<file path="src/rtl/seg_pkg.sv">
// Shared constants for the seven-segment scan driver: blank/dash patterns and digit table.
// Latency: n/a (constants only).
// Backpressure: n/a.
// Segment order is {a,b,c,d,e,f,g} with a in the MSB; a 0 bit lights the segment.
package seg_pkg;

  localparam logic [6:0] SEG_BLANK = 7'h7F;
  localparam logic [6:0] SEG_DASH  = 7'b1111110;
  localparam logic [3:0] CODE_DASH = 4'd10;

  // Patterns for decimal codes 0..9, indexed by code value.
  localparam logic [6:0] SEG_TABLE [0:9] = '{
    7'b0000001,  // 0
    7'b1001111,  // 1
    7'b0010010,  // 2
    7'b0000110,  // 3
    7'b1001100,  // 4
    7'b0100100,  // 5
    7'b0100000,  // 6
    7'b0001111,  // 7
    7'b0000000,  // 8
    7'b0000100   // 9
  };

endpackage

</file>
<file path="src/rtl/seg7_decode.sv">
// Combinational 4-bit code to 7-segment pattern decoder (0-9 digits, 10 dash, 11-15 blank).
// Latency: 0 cycles (pure combinational).
// Backpressure: none.
// Ports: i_code = 4-bit digit code, o_seg = active-low {a..g} pattern.
module seg7_decode
  import seg_pkg::*;
(
  input  logic [3:0] i_code,
  output logic [6:0] o_seg
);

  always_comb begin
    o_seg = SEG_BLANK;
    if (i_code == CODE_DASH) begin
      o_seg = SEG_DASH;
    end else begin
      for (int k = 0; k < 10; k++) begin
        if (i_code == 4'(k)) o_seg = SEG_TABLE[k];
      end
    end
  end

endmodule

</file>
<file path="src/rtl/seg_scan_driver.sv">
// Time-multiplexed seven-segment scan with guard blank, blink, leading-zero suppression, enable.
// Latency: 1 clk from DigitNums to Displayer while that digit is active; all outputs registered.
// Backpressure: none; Enable=0 freezes scan state and darkens the display.
// Ports: clk/rst_n (async active-low); Enable; DigitNums (4 bits per digit, digit 0 rightmost);
//        BlinkMask; ZeroSuppress; Displayer (active-low segments); DigitSel (one-hot); FrameTick.
module seg_scan_driver
  import seg_pkg::*;
#(
  parameter int NUM_DIGITS    = 6,
  parameter int CLK_DIV       = 50000,
  parameter int BLINK_DIV     = 64,
  parameter bit DIGIT_ACT_LOW = 1'b1
) (
  input  logic                    clk,
  input  logic                    rst_n,
  input  logic                    Enable,
  input  logic [4*NUM_DIGITS-1:0] DigitNums,
  input  logic [NUM_DIGITS-1:0]   BlinkMask,
  input  logic                    ZeroSuppress,
  output logic [6:0]              Displayer,
  output logic [NUM_DIGITS-1:0]   DigitSel,
  output logic                    FrameTick
);

  localparam int PW = (CLK_DIV    > 1) ? $clog2(CLK_DIV)    : 1;
  localparam int IW = (NUM_DIGITS > 1) ? $clog2(NUM_DIGITS) : 1;
  localparam int BW = (BLINK_DIV  > 1) ? $clog2(BLINK_DIV)  : 1;

  localparam logic [PW-1:0] PRESC_LAST = PW'(CLK_DIV - 1);
  localparam logic [IW-1:0] IDX_LAST   = IW'(NUM_DIGITS - 1);
  localparam logic [BW-1:0] BLINK_LAST = BW'(BLINK_DIV - 1);
  // Idle level of every select line; XOR with a one-hot gives the active pattern in either polarity.
  localparam logic [NUM_DIGITS-1:0] SEL_IDLE = {NUM_DIGITS{DIGIT_ACT_LOW}};

  logic [PW-1:0]         r_presc;
  logic [IW-1:0]         r_idx;
  logic [BW-1:0]         r_blink_cnt;
  logic                  r_blink_phase;
  logic [6:0]            r_seg;
  logic [NUM_DIGITS-1:0] r_sel;
  logic                  r_tick;

  logic [3:0]            w_code;
  logic [6:0]            w_dec;
  logic                  w_blink_on;
  logic                  w_lead_zero;
  logic                  w_zero_run;
  logic [NUM_DIGITS-1:0] w_onehot;
  logic                  w_guard;
  logic                  w_wrap;

  // Walk from the most significant digit down so w_zero_run tells whether the
  // current position and everything above it are all code 0.
  always_comb begin
    w_code      = 4'd0;
    w_blink_on  = 1'b0;
    w_lead_zero = 1'b0;
    w_onehot    = '0;
    w_zero_run  = 1'b1;
    for (int k = NUM_DIGITS - 1; k >= 0; k--) begin
      w_zero_run = w_zero_run && (DigitNums[4*k +: 4] == 4'd0);
      if (r_idx == IW'(k)) begin
        w_code      = DigitNums[4*k +: 4];
        w_blink_on  = BlinkMask[k] && r_blink_phase;
        w_lead_zero = ZeroSuppress && (k != 0) && w_zero_run;
        w_onehot[k] = 1'b1;
      end
    end
  end

  assign w_guard = (r_presc == PRESC_LAST);
  assign w_wrap  = w_guard && (r_idx == IDX_LAST);

  seg7_decode u_decode (
    .i_code (w_code),
    .o_seg  (w_dec)
  );

  always_ff @(posedge clk or negedge rst_n) begin
    if (!rst_n) begin
      r_presc       <= '0;
      r_idx         <= '0;
      r_blink_cnt   <= '0;
      r_blink_phase <= 1'b0;
      r_seg         <= SEG_BLANK;
      r_sel         <= SEL_IDLE;
      r_tick        <= 1'b0;
    end else if (!Enable) begin
      r_seg  <= SEG_BLANK;
      r_sel  <= SEL_IDLE;
      r_tick <= 1'b0;
    end else if (w_guard) begin
      // Anti-ghost cycle: all digits off while the index moves on.
      r_presc <= '0;
      r_idx   <= (r_idx == IDX_LAST) ? '0 : r_idx + 1'b1;
      r_seg   <= SEG_BLANK;
      r_sel   <= SEL_IDLE;
      r_tick  <= w_wrap;
      if (w_wrap) begin
        if (r_blink_cnt == BLINK_LAST) begin
          r_blink_cnt   <= '0;
          r_blink_phase <= ~r_blink_phase;
        end else begin
          r_blink_cnt <= r_blink_cnt + 1'b1;
        end
      end
    end else begin
      r_presc <= r_presc + 1'b1;
      r_sel   <= w_onehot ^ SEL_IDLE;
      r_seg   <= (w_blink_on || w_lead_zero) ? SEG_BLANK : w_dec;
      r_tick  <= 1'b0;
    end
  end

  assign Displayer = r_seg;
  assign DigitSel  = r_sel;
  assign FrameTick = r_tick;

endmodule

</file>
<file path="config.mk">
export PLATFORM = sky130hd
export DESIGN_NAME = seg_scan_driver
export DESIGN_NICKNAME = d
export VERILOG_FILES = /design/src/rtl/seg_pkg.sv /design/src/rtl/seg7_decode.sv /design/src/rtl/seg_scan_driver.sv
export SDC_FILE = /design/constraint.sdc
export NUM_CORES = 1
export LEC_CHECK = 0
export BUFFER_PORTS_ARGS = -buffer_cell sky130_fd_sc_hd__buf_2
export CAP_MARGIN = 20
export CORE_MARGIN = 3
export CORE_UTILIZATION = 35
export CTS_CLUSTER_DIAMETER = 200
export CTS_CLUSTER_SIZE = 12
export DETAILED_ROUTE_END_ITERATION = 6
export PLACE_DENSITY = 0.65
export REMOVE_ABC_BUFFERS = 1
export SYNTH_ARGS = -nofsm -noshare
export SYNTH_HDL_FRONTEND = slang
export SYNTH_SLANG_ARGS = --single-unit
</file>
<file path="constraint.sdc">
create_clock -name clk -period 2.3 [get_ports clk]
set_input_delay 0.46 -clock clk [delete_from_list [all_inputs] [get_ports clk]]
set_output_delay 0.46 -clock clk [all_outputs]
set_load 0.1 [all_outputs]
</file>
# Yosys cells after proc, flatten, opt, wreduce, memory -nomap -nowiden
# Cells that the tools add are included.
[word_totals] elab_cells=101 out_inout_bits=14 mem_bits_rw=0 memories=0 rom_bits=0 reg_bits=40 latch_bits=0 inputBits=34
[classes] add_sub_neg=3 muxes=45 bitwise=2 multipliers=0 n_eq_ne=17 n_lt_le_gt_ge=0 div=0 shifts=0 reduce_logical=27
[op_table] operator="two-way mux 7 bit" count=14
[op_table] operator="logical NOT 4 bit" count=6
[op_table] operator="two-way mux 4 bit" count=6
[op_table] operator="two-way mux 1 bit" count=20
[op_table] operator="two-way mux 6 bit" count=3
[op_table] operator="adder 16 x 1 -> 16 bit (second input constant)" count=1
[op_table] operator="== test 16 bit (second input constant)" count=1
[op_table] operator="== test 4 x 3 -> 1 bit (second input constant)" count=4
[op_table] operator="logical AND 1 bit" count=16
[op_table] operator="two-way mux 16 bit" count=1
[op_table] operator="== test 4 bit (second input constant)" count=3
[op_table] operator="== test 4 x 2 -> 1 bit (second input constant)" count=2
[op_table] operator="adder 6 x 1 -> 6 bit (second input constant)" count=1
[op_table] operator="== test 3 x 2 -> 1 bit (second input constant)" count=2
[op_table] operator="== test 3 bit (second input constant)" count=2
[op_table] operator="== test 6 bit (second input constant)" count=1
[op_table] operator="NOT 6 bit" count=1
[op_table] operator="== test 4 x 1 -> 1 bit (second input constant)" count=1
[op_table] operator="AND reduction 4 bit" count=1
[op_table] operator="adder 3 x 1 -> 3 bit (second input constant)" count=1
[op_table] operator="== test 3 x 1 -> 1 bit (second input constant)" count=1
[op_table] operator="logical NOT 3 bit" count=1
[op_table] operator="two-way mux 3 bit" count=1
[op_table] operator="AND reduction 3 bit" count=1
[op_table] operator="3 further kinds" count=3

# Depth between registers and ports, before layout
# Gate-level depths: netlist of run 1.
[logic_depth] ltp_word=22 depth_mapped=10 depth_no_buf=9

# By module
# A second synthesis of run 1 with hierarchy kept.
[unflattened] cells_unflattened=243 hier_area_um2=2424.8
[by_module_without_submodules] module="seg_scan_driver" seq_area_each_um2=1017.2 area_per_inst_um2=2272.2 n_inst=1 cells_each=219
[by_module_without_submodules] module="seg7_decode" seq_area_each_um2=0.0 area_per_inst_um2=152.6 n_inst=1 cells_each=24

# Worst setup path before layout of run 1
# Ideal clock, no wire load.
[synth_timing] path_kind="flip-flop to flip-flop" start="register r_idx[2]" end="register r_seg[2] (netlist: Displayer[2])" path_stages_with_launch=10 slack_ns=-0.209 arrival_ns=2.428 setup_time_ns=0.081 path_buffers=2 t_required_ns=2.219 period_less_slack_ns=2.509 path_cell_list="dfrtp_1 inv_1 clkbuf_1 ha_1 clkbuf_1 a22oi_1 or4_1 a211oi_2 nor2_1 o211ai_1"
[synth_via] elab_chain_len=22 word_cells_on_any_way=50 cone_classes="eq/ne (15); mux (32); reduce/logical (3)"
[synth_lines] item="from (decl)" line="seg_scan_driver.sv:36" text="logic [IW-1:0] r_idx;"
[synth_lines] item="from (signal assigned)" line="seg_scan_driver.sv:95" text="r_idx <= (r_idx == IDX_LAST) ? '0 : r_idx + 1'b1;"
[synth_lines] item="== test 3 bit" line="seg_scan_driver.sv:62" text="if (r_idx == IW'(k)) begin"
[synth_lines] item="two-way mux 4 bit (6 in series)" line="seg_scan_driver.sv:62"
[synth_lines] item="logical NOT 4 bit" line="seg7_decode.sv:18" text="if (i_code == 4'(k)) o_seg = SEG_TABLE[k];"
[synth_lines] item="two-way mux 7 bit (10 in series)" line="seg7_decode.sv:18"
[synth_lines] item="two-way mux 7 bit" line="seg7_decode.sv:14" text="if (i_code == CODE_DASH) begin"
[synth_lines] item="two-way mux 7 bit *" line="seg_scan_driver.sv:110" text="r_seg <= (w_blink_on || w_lead_zero) ? SEG_BLANK : w_dec;"
[synth_lines] item="two-way mux 7 bit *" line="seg_scan_driver.sv:92" text="end else if (w_guard) begin"
[synth_lines] item="two-way mux 7 bit *" line="seg_scan_driver.sv:88" text="end else if (!Enable) begin"
[synth_lines] item="to (signal assigned)" line="seg_scan_driver.sv:110"
[synth_lines] item="to (decl)" line="seg_scan_driver.sv:39" text="logic [6:0] r_seg;"
# Every way passes the cells marked *; elsewhere a longest branch is shown, timed or not.
# A chain may end at the register's enable or synchronous reset.

# Final worst setup path of run 1
[layout_timing] start="register r_idx[0]" end="register r_seg[6] (netlist: Displayer[6])"
# The elaborated chain is that of the path after synthesis.

==> impl_metrics.toml, run 1 <==
[run_status]
status = "completed"

[cells_and_area]
fin_util_pct = 46.68
finalNetCount = 351
n_antenna_cell = 0
layout.cells.non_filler = 392
fin_area_um2 = 2998
layout-drive-gt1-share_pct = 37.14
area_growth_pct = 27.79
fillers = 613

[clock_tree]
cts_tree = "built"
cts_buffers = 5
cts_sinks = 40
clk_pin_slew_ns = 0.08
h-tree-depth = 2
clk_latency_ns = 0.29
cts_hold_buf = 0
clock-root-buffer = "clkbuf_8"
clk_path_buf_depth = 2
cts_setup_buffers = 0

[drt]
final_antenna_net_count = 0
vias = 2127
vias_per_cell = 5.426
firstDrtPassIters = 4
drtIter0Drc = 58
finalWirelength_mm = 5.435
wl_per_cell_um = 13.86
drcViolationCount = 0

[global_routing]
grtUsageTotal_pct = 14.82
grt_max_degree = 41
antenna_found_initial = 0
first_global_vias = 1996
grt-ovfl-total = 0
grt_pass1_wl_mm = 9.018

[timing]
fin_crit_ns = 2.246
slew_viol_final = 0
layout_setup_ws_ns = 0.05355
rsz0062_at_grt = "yes"
finalCritPeriodShare_pct = 97.67
fmax_ghz = 0.4451
hold_viol = 0
setup_tns_ns = 0
tightest_slew_ns = 0.8359
setup_viol_count_final = 0
slew_headroom_pct = 44.27
fin_skew_ns = 0.005573

[floorplan]
die_x_um = 87.87
rows = 29
io_pins = 48
dieHeight_um = 87.87
die_area_um2 = 7721
start_util_pct = 36.53
core_area_um2 = 6422

[logic_synthesis]
synth_flop_cell = "dfrtp_1"
synth-compound-area-share_pct = 16.43
avgSynthCellArea_um2 = 9.498
synthTopCellsByArea = "dfrtp_1 (29%), dfstp_2 (15%), nor2_1 (4.2%)"
ys_warn_count = 0
async_reset_ff_share_pct = 100.0
synth_cell_types = 51
synth-edff-count = 0
synth-xor-area-share_pct = 6.720
synth_top_family_by_area = "simple AND/OR/NAND/NOR gates"
synth_fa_ha_area_share_pct = 1.600
synth_mux_area_share_pct = 4.000
synth_seq_cells = 40
synthSimpleGateAreaFrac_pct = 24.37
ys_seq_area_share_pct = 43.36
synth_top_area_share_pct = 28.80
netlist_instances = 247
yosys.area.top_type = "dfrtp_1"
synth_area_um2 = 2346

[setup_path]
critPathKind = "flop to flop"
cp.arrival_ns = 2.46
critPathMaxFanout = 7
start_kind = "flop"
reg2reg_to = "Displayer[6]"
reg2reg_depth = 7
r2r_start = "r_idx[0]"
end_kind = "flop"
cp_data_required_time_ns = 2.51
rrSetupSlack_ns = 0.05

[place]
place_inst = 384
dpl_cell_area_um2 = 2801
io_buffer_count = 47
place_ws_ns = -0.04059
place_hpwl_mm = 4.189
place_congestion = 0.8890

[pwr]
power_leakage_uw = 0.001271
ir_worst_vdd_mv = 0.2289
power_density_nw_per_um2 = 562.3

[flow_run]
cap_viol_max_count = 0

[worst_hold_path]
hp-class = "primary input to asynchronous set/reset pin"
## final cells by class
cell class | count | area [um^2] | area share (%)
Clock buffer | 5 | 68.82 | 2.295
Clock inverter | 3 | 46.29 | 1.544
Inverter | 5 | 18.77 | 0.6260
Multi-Input combinational cell | 190 | 1324 | 44.16
Sequential cell | 40 | 1017 | 33.93
Tap cell | 77 | 96.34 | 3.214
Timing Repair Buffer | 72 | 426.7 | 14.23
## worst max-delay path by stage
| stage | startpoint | to | cells past startpoint |
|---|---|---|---|
| final | r_idx[0] | Displayer[6] | 7 |
| after global routing | r_idx[0] | Displayer[6] | 7 |
| after CTS | r_idx[0] | Displayer[3] | 8 |
| after detailed placement | DigitNums[16] | Displayer[5] | 6 |
| after global placement | r_idx[1] | Displayer[1] | 9 |
| after floorplan | r_idx[0] | Displayer[5] | 8 |
## Yosys cell counts, types with 3 or more instances
library cell and n:
a21oi_1 10, and2_1 4, and3_1 4, and4bb_2 4, buf_2 3, clkbuf_1 6
dfrtp_1 27, dfstp_2 13, ha_1 3, inv_1 4, mux2_2 3, mux2i_1 6
nand2_1 25, nand3_1 12, nand4_1 8, nor2_1 26, nor4_1 3, o21ai_0 13
o221ai_1 3, o22ai_1 8, or4_1 6, xnor2_1 7, xor2_1 11
## where the power goes
| part | switching, uW | internal, uW |
|---|---|---|
| clock | 250 | 327 |
| combinational | 190 | 114 |
| sequential | 44.6 | 760 |
## per-stage QoR
step / hold WS [ns] / power, uW
2_1_floorplan: 0.1644 / 1002
3_3_place_gp: 0.4553 / 1107
3_5_place_dp: 0.4605 / 1114
4_1_cts: 0.3002 / 1694
5_1_grt: 0.3334 / 1771
6_report: 0.2632 / 1686
## layer usage
layer | wire, um | global-route usage (%) | vias to the layer above
met2 | 2433 | 22.40 | 74
li1 | - | - | 1041
met3 | 288 | 3.104 | 14
met5 | 0 | 0 | -
met1 | 2597 | 20.74 | 998
met4 | 116 | 5.858 | 0
## cells in the final DEF, fill, tap and decap left out, types with 3 or more instances in the layout
cell,count
mux2_2,3
a21oi_1,8
buf_4,24
nand4_1,8
buf_2,47
dfstp_2,13
o22ai_1,8
nor2_1,24
inv_1,4
xor2_1,11
and3_1,4
a21oi_2,3
mux2i_1,6
and2_1,4
or4_1,6
nand3_1,12
a2111oi_4,4
xnor2_1,7
and4bb_2,4
o21ai_0,11
dfrtp_1,27
nand2_1,25
o221ai_1,3
clkbuf_8,5
## worst max-delay path, cell delays in order (launching register included)
cell and delay [ns]:
dfrtp_1 0.40, buf_4 0.16, and3b_2 0.30, a2111oi_4 0.40, a21oi_2 0.10, or4_1 0.55
a21oi_2 0.15, o21ai_0 0.10
## logic make-up (layout without fill, tap and decap cells)
| logic type | after synthesis | count (layout) |
|---|---|---|
| AO/OA/AOI/OAI | 53 | 53 |
| buffers and inverters | 17 | 85 |
| flip-flops | 40 | 40 |
| adder cells (fa/ha/maj) | 3 | 3 |
| AND/OR/NAND/NOR | 107 | 107 |
| XOR/XNOR | 18 | 18 |
| multiplexers | 9 | 9 |
## registers in the layout (all words and copies together), names as in the netlist
signal         cells
r_idx              3
r_blink_phase      1
r_presc           16
Displayer          7
FrameTick          1
DigitSel           6
r_blink_cnt        6
## what timing repair did
action,4_1_cts,5_1_grt
hold endpoints to repair,0,0
gates resized for setup,3,13
pin swaps,0,3
endpoints found under the setup margin,4,7
Power figures use the tool's default switching activity.
==> inputs of run 2 (changes only) <==
--- a/config.mk
+++ b/config.mk
@@ -5,6 +5,7 @@
 export SDC_FILE = /design/constraint.sdc
 export NUM_CORES = 1
 export LEC_CHECK = 0
+export ABC_AREA = 1
 export BUFFER_PORTS_ARGS = -buffer_cell sky130_fd_sc_hd__buf_2
 export CAP_MARGIN = 20
 export CORE_MARGIN = 3
@@ -12,7 +13,7 @@
 export CTS_CLUSTER_DIAMETER = 200
 export CTS_CLUSTER_SIZE = 12
 export DETAILED_ROUTE_END_ITERATION = 6
-export PLACE_DENSITY = 0.65
+export PLACE_DENSITY = 0.63
 export REMOVE_ABC_BUFFERS = 1
 export SYNTH_ARGS = -nofsm -noshare
 export SYNTH_HDL_FRONTEND = slang
==> constraint.sdc (replaced) <==
create_clock -name clk -period 2.5 [get_ports clk]
set_input_delay 0.5 -clock clk [delete_from_list [all_inputs] [get_ports clk]]
set_output_delay 0.5 -clock clk [all_outputs]
set_load 0.1 [all_outputs]
==> run 2 against run 1 <==
Net effect: flip-flop and latch count stayed put; via count is 0.75% lower; final cell count is 13% higher; worst hold slack better by 0.055 ns; non-clock buffer count is 24 lower; critical path depth is 8 higher; combinational power is 51% higher; sequential share of layout area is 2.7 points higher; critical path type unchanged; largest power group unchanged; highest routed layer unchanged.
==> impl_metrics.toml, run 2 <==
[drt]
wl_per_cell_um = 11.82
drcViolationCount = 0
final_antenna_net_count = 0
vias_per_cell = 4.787
drtIter0Drc = 87
finalWirelength_mm = 5.214
vias = 2111
firstDrtPassIters = 4

[timing]
setup_tns_ns = 0
rsz0062_at_grt = "no"
slew_headroom_pct = 41.33
hold_viol = 0
tightest_slew_ns = 0.8800
fin_skew_ns = 0.007037
slew_viol_final = 0
setup_viol_count_final = 0
finalCritPeriodShare_pct = 90.01
fmax_ghz = 0.4444
fin_crit_ns = 2.250

[setup_path]
cp-startpoint = "r_idx[2]"
reg2reg_to = "Displayer[5]"
r2r_start = "r_idx[2]"
cp.arrival_ns = 2.47
cp_data_required_time_ns = 2.72
start_kind = "flop"
end_kind = "flop"
critPathKind = "flop to flop"
rrSetupSlack_ns = 0.25
critPathMaxFanout = 10
reg2reg_depth = 15

[cells_and_area]
largest_register_ff_count = 16
top_register = "r_presc"
area_growth_pct = 18.44
fin_area_um2 = 2780
layout_common_cells = "nand2_1 (74), buf_2 (47), inv_1 (35)"
mostFrequentLayoutCell = "nand2_1"
layout-drive-gt1-share_pct = 26.37
regArea_um2 = 1020
layout.cells.non_filler = 441
fillers = 661
multi_input_area_um2 = 1134
n_antenna_cell = 0
finalNetCount = 400

[logic_synthesis]
synth_cell_types = 38
ys_warn_count = 0
synth_area_um2 = 2347
netlist_instances = 312
yosys.area.top_type = "dfrtp_1"
avgSynthCellArea_um2 = 7.523
yosysMostFrequentCell = "nand2_1"
synth_seq_cells = 40
synthTopCellsByArea = "dfrtp_1 (29%), dfstp_2 (15%), nand2_1 (12%)"
synth_flop_cell = "dfrtp_1"
synthTopCellsByCount = "nand2_1 (74), inv_1 (35), nor2_1 (34), nand3_1 (31), dfrtp_1 (27)"
synth_top_area_share_pct = 28.78
async_reset_ff_share_pct = 100.0
synth-edff-count = 0
ys_seq_area_share_pct = 43.34

[pwr]
power_leakage_uw = 0.001387
ir_worst_vdd_mv = 0.1996
power_density_nw_per_um2 = 645.3

[floorplan]
start_util_pct = 36.55
die_area_um2 = 7725
die_x_um = 87.89
dieHeight_um = 87.89
rows = 29
io_pins = 48
core_area_um2 = 6422

[clock_tree]
post_cts_resized = 0
h-tree-depth = 2
cts_buffers = 5
cts_setup_buffers = 0
clk_path_buf_depth = 2
cts_hold_buf = 0
cts_tree = "built"
clk_pin_slew_ns = 0.08
clock-root-buffer = "clkbuf_8"
cts_sinks = 40
clk_latency_ns = 0.29

[global_routing]
grt-ovfl-total = 0
first_global_vias = 2012
grt_max_degree = 41
antenna_found_initial = 0
grt_pass1_wl_mm = 8.866
grtUsageTotal_pct = 14.41

[flow_run]
cap_viol_max_count = 0

[run_status]
status = "completed"

[place]
place_hpwl_mm = 4.164
io_buffer_count = 47
place_inst = 433
place_congestion = 0.8261
dpl_cell_area_um2 = 2663

[worst_hold_path]
hp-class = "primary input to asynchronous set/reset pin"
==> run 2: kinds of logic (layout without fill, tap and decap cells) <==
| logic type | after synthesis | after routing | share of synthesized area, % |
|---|---|---|---|
| buffers and inverters | 50 | 102 | 8.369 |
| DFF | 40 | 40 | 43.34 |
| adders and majority gates | 3 | 3 | 1.599 |
| xor gates and xnor gates | 8 | 8 | 2.985 |
| AOI/OAI and AO/OA | 38 | 38 | 9.116 |
| and+or+nand+nor | 173 | 173 | 34.59 |
==> run 2: critical path, cell delays in order, from the launching register on <==
cell and delay (ns):
dfrtp_1 0.50, inv_2 0.15, ha_1 0.27, clkinvlp_4 0.21, o21ai_0 0.21, inv_1 0.06
nand2_1 0.07, nand2_1 0.05, nand2_1 0.06, nand2_2 0.09, inv_2 0.07, nand2_2 0.05
nor2_1 0.17, nor2_2 0.07, nand3_1 0.07, nand2_1 0.06
==> run 2: stage by stage <==
step	setup slack (ns)	hold slack, ns	power [uW]	util [%]
6_report	0.2497	0.3180	1794	43.29
5_1_grt	0.007055	0.3844	1909	43.29
4_1_cts	0.2283	0.3461	1816	43.19
3_5_place_dp	0.2593	0.4839	1284	41.46
3_3_place_gp	0.3580	0.4787	1277	41.46
2_1_floorplan	0.5198	0.2044	1166	-
==> run 2: final cells by class <==
class | instances | area share, %
timing repair buffer | 48 | 8.731
sequential | 40 | 36.68
tap | 77 | 3.465
clock buffer | 5 | 2.475
inverter | 46 | 6.346
multi-input combinational | 222 | 40.77
clock inverter | 3 | 1.530
==> run 2: layer usage <==
layer  wire length [um]  track usage, %
met4                 75           4.603
met2               2309           22.33
met1               2567           20.41
met3                261           2.540
met5                  0               0
==> run 2: how the worst max path moves through the flow <==
stage	end	slack [ns]	cells after the start
global route	Displayer[5]	0.007	13
detailed placement	Displayer[5]	0.26	15
floorplan	Displayer[6]	0.52	14
finish	Displayer[5]	0.25	15
global placement	Displayer[6]	0.36	13
CTS	Displayer[5]	0.23	13
==> run 2: report_power, final <==
group	internal, uW	leakage [uW]	total, uW	switching (uW)
sequential	737	0.000468	811	73.7
combinational	139	0.000865	460	321
clock	295	0.0000541	523	227
